--- src/rtl/mul_2bit_gather_if.sv ---
// Handshake and digit-multiplier bus of mul_2bit_gather.
// The slave side is the sequencer and the master side is its environment.
interface mul_2bit_gather_if #(
  parameter int unsigned WIDTH = 8
) ();
  logic               in_valid;
  logic               in_ready;
  logic [WIDTH-1:0]   in_a;
  logic [WIDTH-1:0]   in_b;
  logic [1:0]         mul_a;
  logic [1:0]         mul_b;
  logic               mul_en;
  logic [3:0]         mul_p;
  logic               out_valid;
  logic               out_ready;
  logic [2*WIDTH-1:0] out_p;

  modport slave (
    input  in_valid, in_a, in_b, mul_p, out_ready,
    output in_ready, mul_a, mul_b, mul_en, out_valid, out_p
  );

  modport master (
    output in_valid, in_a, in_b, mul_p, out_ready,
    input  in_ready, mul_a, mul_b, mul_en, out_valid, out_p
  );
endinterface

--- src/rtl/mul_2bit_gather.sv ---
// Scatters two WIDTH-bit operands into 2-bit digit pairs for an external registered multiplier,
// then gathers the 4-bit partial products into a 2*WIDTH-bit shift-add product.
module mul_2bit_gather #(
  parameter int unsigned WIDTH   = 8,
  parameter int unsigned MUL_LAT = 1
) (
  input  logic              clk,
  input  logic              reset,
  mul_2bit_gather_if.slave  bus_io
);
  localparam int unsigned N    = WIDTH / 2;
  localparam int unsigned PW   = 2 * WIDTH;
  localparam int unsigned CntW = (N > 1) ? $clog2(N) : 1;
  localparam int unsigned ShW  = $clog2(PW);
  localparam logic [CntW-1:0] LastIdx = CntW'(N - 1);

  typedef enum logic [1:0] {StIdle, StIssue, StDrain, StDone} state_e;

  state_e             state_q, state_d;
  logic [WIDTH-1:0]   a_q, a_d;
  logic [WIDTH-1:0]   b_q, b_d;
  logic [CntW-1:0]    i_q, i_d;
  logic [CntW-1:0]    j_q, j_d;
  logic [PW-1:0]      acc_q, acc_d;
  logic [MUL_LAT-1:0] dl_vld_q;
  logic [ShW-1:0]     dl_sh_q [MUL_LAT];

  logic               issue;
  logic [ShW-1:0]     issue_sh;
  logic [PW-1:0]      addend;
  logic               in_ready;
  logic               out_valid;
  logic [PW-1:0]      out_p;
  logic [1:0]         mul_a;
  logic [1:0]         mul_b;
  logic               mul_en;

  assign issue_sh = (ShW'(i_q) + ShW'(j_q)) << 1;
  // mul_p is only meaningful in the cycle its delay-line entry emerges.
  assign addend   = PW'(bus_io.mul_p) << dl_sh_q[MUL_LAT-1];

  always_comb begin
    state_d   = state_q;
    a_d       = a_q;
    b_d       = b_q;
    i_d       = i_q;
    j_d       = j_q;
    acc_d     = acc_q;
    issue     = 1'b0;
    in_ready  = 1'b0;
    out_valid = 1'b0;
    out_p     = '0;
    mul_a     = '0;
    mul_b     = '0;
    mul_en    = 1'b0;

    if (dl_vld_q[MUL_LAT-1]) begin
      acc_d = acc_q + addend;
    end

    unique case (state_q)
      StIdle: begin
        in_ready = 1'b1;
        if (bus_io.in_valid) begin
          a_d     = bus_io.in_a;
          b_d     = bus_io.in_b;
          acc_d   = '0;
          i_d     = '0;
          j_d     = '0;
          state_d = StIssue;
        end
      end
      StIssue: begin
        issue  = 1'b1;
        mul_en = 1'b1;
        mul_a  = a_q[{i_q, 1'b0} +: 2];
        mul_b  = b_q[{j_q, 1'b0} +: 2];
        if (j_q == LastIdx) begin
          j_d = '0;
          if (i_q == LastIdx) begin
            i_d     = '0;
            state_d = StDrain;
          end else begin
            i_d = i_q + CntW'(1);
          end
        end else begin
          j_d = j_q + CntW'(1);
        end
      end
      StDrain: begin
        if (dl_vld_q == '0) begin
          state_d = StDone;
        end
      end
      StDone: begin
        out_valid = 1'b1;
        out_p     = acc_q;
        if (bus_io.out_ready) begin
          state_d = StIdle;
        end
      end
      default: state_d = StIdle;
    endcase
  end

  always_ff @(posedge clk or posedge reset) begin
    if (reset) begin
      state_q  <= StIdle;
      a_q      <= '0;
      b_q      <= '0;
      i_q      <= '0;
      j_q      <= '0;
      acc_q    <= '0;
      dl_vld_q <= '0;
      for (int k = 0; k < MUL_LAT; k++) begin
        dl_sh_q[k] <= '0;
      end
    end else begin
      state_q     <= state_d;
      a_q         <= a_d;
      b_q         <= b_d;
      i_q         <= i_d;
      j_q         <= j_d;
      acc_q       <= acc_d;
      dl_vld_q[0] <= issue;
      dl_sh_q[0]  <= issue_sh;
      for (int k = 1; k < MUL_LAT; k++) begin
        dl_vld_q[k] <= dl_vld_q[k-1];
        dl_sh_q[k]  <= dl_sh_q[k-1];
      end
    end
  end

  assign bus_io.in_ready  = in_ready;
  assign bus_io.out_valid = out_valid;
  assign bus_io.out_p     = out_p;
  assign bus_io.mul_a     = mul_a;
  assign bus_io.mul_b     = mul_b;
  assign bus_io.mul_en    = mul_en;
endmodule

--- src/flat_wrapper.sv ---
// flat-port wrapper written by rule: the top's interface ports become plain ports
module mul_2bit_gather_flat 
#(
  parameter int unsigned WIDTH   = 8,
  parameter int unsigned MUL_LAT = 1
)
  (clk, reset, bus_io_in_valid, bus_io_in_a, bus_io_in_b, bus_io_mul_p, bus_io_out_ready, bus_io_in_ready, bus_io_mul_a, bus_io_mul_b, bus_io_mul_en, bus_io_out_valid, bus_io_out_p);
  mul_2bit_gather_if #(.WIDTH(WIDTH)) bus_io_i ();
  input  logic clk;
  input  logic reset;
  input wire logic [$bits(bus_io_i.in_valid)-1:0] bus_io_in_valid;
  input wire logic [$bits(bus_io_i.in_a)-1:0] bus_io_in_a;
  input wire logic [$bits(bus_io_i.in_b)-1:0] bus_io_in_b;
  input wire logic [$bits(bus_io_i.mul_p)-1:0] bus_io_mul_p;
  input wire logic [$bits(bus_io_i.out_ready)-1:0] bus_io_out_ready;
  output wire logic [$bits(bus_io_i.in_ready)-1:0] bus_io_in_ready;
  output wire logic [$bits(bus_io_i.mul_a)-1:0] bus_io_mul_a;
  output wire logic [$bits(bus_io_i.mul_b)-1:0] bus_io_mul_b;
  output wire logic [$bits(bus_io_i.mul_en)-1:0] bus_io_mul_en;
  output wire logic [$bits(bus_io_i.out_valid)-1:0] bus_io_out_valid;
  output wire logic [$bits(bus_io_i.out_p)-1:0] bus_io_out_p;
  assign bus_io_i.in_valid = bus_io_in_valid;
  assign bus_io_i.in_a = bus_io_in_a;
  assign bus_io_i.in_b = bus_io_in_b;
  assign bus_io_i.mul_p = bus_io_mul_p;
  assign bus_io_i.out_ready = bus_io_out_ready;
  assign bus_io_in_ready = bus_io_i.in_ready;
  assign bus_io_mul_a = bus_io_i.mul_a;
  assign bus_io_mul_b = bus_io_i.mul_b;
  assign bus_io_mul_en = bus_io_i.mul_en;
  assign bus_io_out_valid = bus_io_i.out_valid;
  assign bus_io_out_p = bus_io_i.out_p;
  mul_2bit_gather #(.WIDTH(WIDTH), .MUL_LAT(MUL_LAT)) u_core (.clk(clk), .reset(reset), .bus_io(bus_io_i));
endmodule
--- config.mk ---
export PLATFORM = sky130hd
export DESIGN_NAME = mul_2bit_gather_flat
export DESIGN_NICKNAME = d
export VERILOG_FILES = /design/src/rtl/mul_2bit_gather_if.sv /design/src/rtl/mul_2bit_gather.sv /design/src/flat_wrapper.sv
export SDC_FILE = /design/constraint.sdc
export NUM_CORES = 1
export LEC_CHECK = 0
export BUFFER_PORTS_ARGS = -buffer_cell sky130_fd_sc_hd__buf_2
export CAP_MARGIN = 5
export CORE_MARGIN = 5
export CORE_UTILIZATION = 40
export CTS_BUF_LIST = sky130_fd_sc_hd__clkbuf_8
export CTS_CLUSTER_DIAMETER = 80
export DETAILED_ROUTE_END_ITERATION = 10
export HOLD_SLACK_MARGIN = 0.08
export PLACE_DENSITY_LB_ADDON = 0.05
export SYNTH_ARGS = -nofsm -noshare
export SYNTH_HDL_FRONTEND = slang
export SYNTH_SLANG_ARGS = --single-unit
--- constraint.sdc ---
create_clock -name clk -period 5.7 [get_ports clk]
set_clock_uncertainty 0.15 [all_clocks]
set_input_delay 0 -clock clk [delete_from_list [all_inputs] [get_ports clk]]
set_output_delay 0 -clock clk [all_outputs]
set_load 0.1 [all_outputs]
# Yosys cells after proc, flatten, opt, wreduce, memory -nomap -nowiden
# Cells that the tools add are included.
# totals
regBits	42
input_bits	24
out_inout_bits	23
elab_cells	52
# op_classes
add_sub_neg	4
eq_ne	10
n_shift	3
n_mux	21
reduce_logical	6
# ops
op	count
2-to-1 mux 16 bit	4
2-to-1 mux 2 bit	11
adder 16 bit	1
indexed part select 8 x 4 -> 2 bit	2
left shift 4 x 4 -> 16 bit	1
== test 2 bit, second input constant	4
case mux 2 bit (2 select lines)	2
case mux 2 bit (4 select lines)	1
!= test 2 bit, second input constant	3
AND reduction 5 bit	1
adder 2 x 1 -> 2 bit, second input constant	2
!= test 2 x 1 -> 1 bit, second input constant	2
AND reduction 2 bit	2
adder 2 x 2 -> 3 bit	1
2-to-1 mux 1 bit	3
AND reduction 3 bit	1
== test 2 x 1 -> 1 bit, second input constant	1
logical NOT 2 bit	1
nonzero test 2 bit	1

# Longest topological paths before layout
# Gate-level depths: netlist of the first run.
# depth
word_depth	5
mapped_depth	11
mapped_depth_nobuf	10

# Worst setup path before layout of the first run
# OpenSTA, ideal clock, no wires.
# synth_timing
kind	reg2out
startpoint	reg u_core.state_q[1]
endpoint	out bus_io_mul_a[0]
arrival_time_ps	2620
t_required_ps	5550
setup_slack_ps	2930
stages_incl_launch_ff	6
path_buffers	2
path_cell_list	dfrtp_1 > inv_1 > ha_1 > clkbuf_1 > clkbuf_1 > and2_1
# synth_via
elab_chain_cells	2
# synth_lines
element	line_no	text
start: declaration	mul_2bit_gather.sv:19	state_e state_q, state_d;
start signal: assignment	mul_2bit_gather.sv:108	state_q <= StIdle;
start signal: assignment	mul_2bit_gather.sv:119	state_q <= state_d;
== test 2 x 1 -> 1 bit	mul_2bit_gather.sv:61	unique case (state_q)
2-to-1 mux 2 bit	mul_2bit_gather.sv:61	
end: declaration	flat_wrapper.sv:17	output wire logic [$bits(bus_io_i.mul_a)-1:0] bus_io_mul_a;
# No other way between the ends.

# Worst setup path after layout of the first run
# layout_timing
startpoint	reg u_core.dl_sh_q[1] in the netlist's numbering
endpoint	reg u_core.acc_q[15]
# layout_via
elab_chain_cells	5
# layout_lines
element	line_no	text
start: declaration	mul_2bit_gather.sv:26	logic [ShW-1:0] dl_sh_q [MUL_LAT];
start signal: indexed assignment	mul_2bit_gather.sv:129	dl_sh_q[k] <= dl_sh_q[k-1];
left shift 4 x 4 -> 16 bit *	mul_2bit_gather.sv:40	assign addend = PW'(bus_io.mul_p) << dl_sh_q[MUL_LAT-1];
adder 16 bit *	mul_2bit_gather.sv:58	acc_d = acc_q + addend;
2-to-1 mux 16 bit *	mul_2bit_gather.sv:57	if (dl_vld_q[MUL_LAT-1]) begin
2-to-1 mux 16 bit	mul_2bit_gather.sv:64	if (bus_io.in_valid) begin
2-to-1 mux 16 bit *	mul_2bit_gather.sv:61	
named net u_core.acc_d[15]	mul_2bit_gather.sv:24	logic [PW-1:0] acc_q, acc_d;
end signal: assignment	mul_2bit_gather.sv:113	acc_q <= '0;
end signal: assignment	mul_2bit_gather.sv:124	acc_q <= acc_d;
end: declaration	mul_2bit_gather.sv:24	
# The timed path passes the listed nets; every way through them passes the cells marked *.
# A chain may end at the register's enable or synchronous reset.

==> results of run 1 <==
-- stage by stage --
stage	hold WS (ps)	util	setup WS, ps
2_1_floorplan	-44.6	-	2930
3_3_place_gp	23.5	0.450	2770
3_5_place_dp	25.0	0.450	2780
4_1_cts	236	0.488	2740
5_1_grt	289	0.488	2470
6_report	228	0.488	2700
-- power breakdown --
group	switching, W	internal (W)
registers	0.000153	0.000433
clock network	0.000115	0.0000862
logic	0.000830	0.000412
-- state kept, by name, summed over array words and instances (netlist names) --
signal	flops
u_core.acc_q	16
u_core.dl_vld_q	1
u_core.dl_sh_q	3
u_core.a_q	8
u_core.i_q	2
u_core.state_q	2
u_core.b_q	8
u_core.j_q	2
-- worst paths after layout --
| check | startpoint | to | slack, ps | cells past startpoint |
|---|---|---|---|---|
| max reg2reg | u_core.dl_sh_q[1] | u_core.acc_q[15] | 2700 | 9 |
| max | u_core.dl_sh_q[1] | u_core.acc_q[15] | 2700 | 9 |
| min reg2reg | u_core.b_q[6] | u_core.b_q[6] | 320 | 2 |
| min in group clk | bus_io_mul_p[0] | u_core.acc_q[0] | 250 | 6 |
| min | reset | u_core.acc_q[1] | 230 | 4 |
| max in group asynchronous | reset | u_core.b_q[7] | 4810 | 4 |
-- worst register-to-register path, cell delays in order, from the launching register on --
cell and delay [ps]:
dfrtp_1 490, mux2i_1 420, nor2_1 120, ha_1 420, nand3_1 190, o22ai_1 370, o21ai_1 130, and4_4 190
or3_1 300, a21oi_1 130
-- cell type report --
type | instances | area share
multi-input cells | 272 | 0.507
inverters | 12 | 0.0128
clock inverters | 3 | 0.00604
repair buffers | 66 | 0.121
clock buffers | 5 | 0.0195
well taps | 99 | 0.0352
flip-flops and latches | 42 | 0.298
-- routing by layer --
metal | up-vias | global-route usage | wire, µm
met3 | 6 | 0.0300 | 220
met1 | 1176 | 0.216 | 3170
li1 | 1303 | - | -
met2 | 37 | 0.291 | 3520
met4 | 0 | 0.0450 | 65
met5 | - | 0 | 0
-- logic make-up after synthesis --
logic type | after synthesis | share of synthesized area
AND/OR/NAND/NOR | 151 | 0.240
AO/OA/AOI/OAI | 69 | 0.151
flip-flops | 42 | 0.358
buffers and inverters | 26 | 0.0333
adder cells (fa/ha/maj) | 25 | 0.112
multiplexers | 19 | 0.0823
XOR/XNOR | 8 | 0.0239
-- synth_stat cells --
cell      instances  area, µm²
o32a_1            1       10.0
inv_1            12       45.0
o31ai_1           1       7.51
a32oi_1           2       17.5
a211oi_1          5       37.5
a211oi_2          1       12.5
a31oi_1           7       43.8
xor2_1            3       26.3
o21a_1            1       7.51
nand3b_1          1       7.51
nand4_1           3       18.8
clkbuf_1         13       48.8
nor2_1           26       97.6
ha_1             23        288
a21oi_1          13       65.1
and2_1           24        150
a21o_1            6       45.0
mux2i_1          14        140
a221oi_1          1       8.76
buf_1             1       3.75
or3_1             2       12.5
or2_2             1       6.26
dfrtp_1          42       1050
fa_1              2       40.0
and3_1            1       6.26
nor2b_1           3       18.8
o22ai_1           2       12.5
or3_2             1       7.51
o21ai_0          18       90.1
xnor2_1           5       43.8
and4_2            1       10.0
o211ai_1          3       22.5
nor3_1            3       15.0
mux4_2            4       90.1
nand2b_1          5       31.3
a22oi_1           2       15.0
nand3_1          11       55.1
a221o_1           1       10.0
mux2_2            1       11.3
and4_4            1       11.3
o21bai_1          3       22.5
o21ai_1           1       5.00
nand2_1          68        255
o31a_2            1       10.0
-- placed cells by master, fill, tap and decap left out, types with 2 or more instances in the layout --
master	count
mux2i_1	14
nor2b_1	3
a21o_1	6
dlygate4sd3_1	19
nand2b_1	5
mux4_2	4
a31oi_1	7
a211oi_1	5
buf_2	46
dfrtp_1	42
fa_1	2
nor3_1	3
nand4_1	3
ha_1	23
xor2_1	3
o211ai_1	3
nand3_1	11
nor2_1	26
nand2_1	68
clkbuf_8	5
inv_1	12
and2_1	24
o21bai_1	3
a32oi_1	2
a22oi_1	2
o22ai_1	2
o21ai_0	18
a21oi_1	13
or3_1	2
xnor2_1	5
-- timing repair --
| item | CTS | global route |
|---|---|---|
| hold buffers | 19 | 0 |
| setup buffers | 0 | 0 |
| hold endpoints to repair | 63 | 0 |
==> out/metrics.yaml, run 1 <==
placed_design:
  placed_area_um2: 3240
  dp.cells: 472
  routabilityCongestion: 0.820
  io_buffer_count: 46
  dpl.hpwl_um: 4990
layout:
  syn_to_final_growth_pct: 20.1
  fin_area_um2: 3520
  multi_input_area_um2: 1790
  ff_latch_area_um2: 1050
  layout-drive-gt1-share: 0.165
  stdcell_count: 499
  fin_nets: 448
  nFillCells: 738
  antenna_cells: 0
route:
  vias: 2522
  wirelength_um: 6980
  wl_per_cell_um: 14.0
  drt_first_pass_iters: 4
  post_drt_via_cell_ratio: 5.05
  drtIter0Drc: 108
  drc: 0
  ant_nets: 0
critical_path:
  crit_path_start_kind: "flip-flop"
  crit_family: "simple AND/OR/NAND/NOR gates"
  crit_path_end_kind: "flip-flop"
  crit_slowest_cell: "dfrtp_1"
  cp.required_ps: 5760
  crit_buf_inv: 0
  crit_chain: "mux2i_1 -> nor2_1 -> ha_1 -> nand3_1 -> o22ai_1 -> o21ai_1 -> and4_4 -> or3_1 -> a21oi_1"
  crit_fanout: 8
  max_stage_delay_ps: 490
  critical_path_class: "reg2reg"
  crit_arrival_ps: 3060
grt:
  grt_pass1_wl_um: 12000
  grt.overflow.total: 0
  grt_max_degree: 43
  track_usage: 0.169
  grt_pass1_vias: 2528
  antenna_found_initial: 0
floorplan:
  pin_count: 47
  num_rows: 31
  core-area_um2: 7210
  start_util: 0.407
  die_h_um: 95.6
  dieArea_um2: 9150
  die_x_um: 95.6
sta:
  tightest_slew_ps: 1060
  fin_crit_ps: 3000
  drv_slew: 0
  slew_headroom: 0.297
  setup_viol: 0
  rsz0062_at_grt: "no"
  fin_crit_sh: 0.526
  tns_ps: 0
  max_freq_mhz: 333
  hold_viol: 0
clock_network:
  h-tree-depth: 2
  clk_pin_slew_ps: 90
  clk_path_buf_depth: 2
  cts_buffers: 5
  worst_skew_pair.late_latency_ps: 300
  cts.sinks: 42
  ctsResizeCount: 0
  cts_root_buffer: "clkbuf_8"
  cts_tree: "built"
yosys:
  ys_seq_area_frac: 0.358
  ys_ff_latch: 42
  synthesis.nets: 389
  synth_area_per_cell_um2: 8.63
  synth_area_um2: 2930
  postSynthCellCount: 340
  yosys_warnings: 0
  synth.distinct_cells: 44
power_and_ir_drop:
  power_density_nw_per_um2: 576
  p_total_w: 0.00203
  peakVddDrop_mv: 0.304
  p_leak_nw: 1.77
min_path:
  hold_path.class: "in2async"
status:
  outcome: "finished, final reports clean"
job:
  max_cap_viol_count: 0
Power figures use the tool's default switching activity.
==> inputs of run 2 (changes only) <==
clock period = 3 ns   (was 5.7 ns; I/O delays follow)
==> out/metrics.yaml, run 2 (synthesized netlist as in run 1, its figures left out) <==
status:
  outcome: "finished, final reports clean"
critical_path:
  crit_path_end_kind: "flip-flop"
  crit_slowest_cell: "dfrtp_1"
  crit_chain: "nand2b_1 -> nor3_1 -> ha_1 -> fa_1 -> a21o_1 -> a31oi_1 -> o31a_2 -> o21ai_0 -> mux2i_1 -> nor2_1"
  crit_arrival_ps: 2820
  cp.required_ps: 3050
  crit_fanout: 8
  crit_buf_inv: 0
  crit_family: "compound AO/OA/AOI/OAI gates"
  max_stage_delay_ps: 470
  critical_path_class: "reg2reg"
  crit_path_start_kind: "flip-flop"
min_path:
  hold_path.class: "in2async"
floorplan:
  core-area_um2: 7210
  die_x_um: 95.6
  start_util: 0.407
  die_h_um: 95.6
  num_rows: 31
  pin_count: 47
  dieArea_um2: 9150
grt:
  grt.overflow.total: 0
  grt_pass1_wl_um: 12300
  antenna_found_initial: 0
  track_usage: 0.172
  grt_max_degree: 43
  grt_pass1_vias: 2586
sta:
  setup_viol: 0
  slew_headroom: 0.560
  tns_ps: 0
  max_freq_mhz: 360
  rsz0062_at_grt: "no"
  fin_crit_sh: 0.925
  hold_viol: 0
  drv_slew: 0
  tightest_slew_ps: 660
  fin_crit_ps: 2780
route:
  drc: 0
  post_drt_via_cell_ratio: 5.01
  drtIter0Drc: 91
  wirelength_um: 7130
  drt_first_pass_iters: 4
  wl_per_cell_um: 14.1
  vias: 2527
  ant_nets: 0
clock_network:
  worst_skew_pair.late_latency_ps: 300
  clk_path_buf_depth: 2
  h-tree-depth: 2
  cts_buffers: 5
  cts.sinks: 42
  clk_pin_slew_ps: 90
  cts_tree: "built"
  cts_root_buffer: "clkbuf_8"
layout:
  final_common_cell: "nand2_1"
  nFillCells: 711
  final_cell_mix: "nand2_1 (68), buf_2 (46), dfrtp_1 (42)"
  reg.largest.list: "u_core.acc_q x16, u_core.a_q x8, u_core.b_q x8"
  antenna_cells: 0
  largest_reg_flops: 16
  syn_to_final_growth_pct: 23.5
  layout-drive-gt1-share: 0.180
  fin_nets: 453
  regMostFlops: "u_core.acc_q"
  stdcell_count: 504
job:
  max_cap_viol_count: 0
placed_design:
  routabilityCongestion: 0.882
  dpl.hpwl_um: 5030
  io_buffer_count: 46
  dp.cells: 477
power_and_ir_drop:
  p_leak_nw: 1.82
  peakVddDrop_mv: 0.628
  power_density_nw_per_um2: 1130
[run 2: changes by cell type in the layout (fill, tap and decap cells not counted)]
cell	delta
buf_4	+5
bufinv_16	+2
clkbuf_8	+1
clkinv_2	-1
clkinv_4	-1
clkinvlp_4	-1
mux2i_1	-1
mux2i_2	+1
o22ai_1	-1
o22ai_2	+1
[run 2: power breakdown]
group | switching [W] | internal (W) | total [W]
Clock | 0.000212 | 0.000355 | 0.000567
Sequential | 0.000238 | 0.000823 | 0.00106
Combinational | 0.00165 | 0.000813 | 0.00247
[run 2: cell type report]
class | instances | area [µm²] | share of cell area
timing repair buffer | 71 | 465 | 0.128
sequential | 42 | 1050 | 0.290
tap | 99 | 124 | 0.0342
clock inverter | 2 | 60.1 | 0.0166
inverter | 12 | 45.0 | 0.0124
multi-input combinational | 272 | 1800 | 0.496
clock buffer | 6 | 82.6 | 0.0228
[run 2: worst paths after layout]
check	start	slack, ps	to	cells past startpoint
worst max-delay path	u_core.dl_sh_q[1]	220	u_core.acc_q[14]	10
worst min-delay path	reset	230	u_core.a_q[1]	4
worst max register to register	u_core.dl_sh_q[1]	220	u_core.acc_q[14]	10
worst min register to register	u_core.a_q[3]	330	u_core.a_q[3]	2
max in group asynchronous	reset	2100	u_core.acc_q[8]	4
min in group clk	bus_io_mul_p[0]	240	u_core.acc_q[0]	6
[run 2: metal layers]
metal,vias up,track usage,share of wire
met5,-,0,0
met4,0,0.0427,0.012
li1,1312,-,-
met1,1175,0.213,0.45
met3,9,0.0324,0.029
met2,31,0.307,0.50
[run 2: tightest hold or removal path, stage by stage]
cell and delay [ps]:
dlygate4sd3_1 530, buf_2 120, inv_1 40, buf_4 440
[run 2: through the flow]
step | worst slack, ps | util | hold slack, ps | total power [W] | cell area (µm²)
after floorplan | 230 | - | -44.6 | 0.00305 | 2930
after global placement | 207 | 0.455 | 28.5 | 0.00351 | 3280
after detailed placement | 179 | 0.455 | 25.4 | 0.00353 | 3280
after CTS | 140 | 0.501 | 235 | 0.00413 | 3610
after global routing | 17.6 | 0.502 | 277 | 0.00444 | 3620
final | 224 | 0.502 | 227 | 0.00409 | 3620
[run 2: repair_timing]
item	CTS	global route
setup endpoints to repair	0	4
endpoints found under the hold margin	64	0
gates resized for setup	0	2
hold buffers	19	0
buffers inserted	0	0
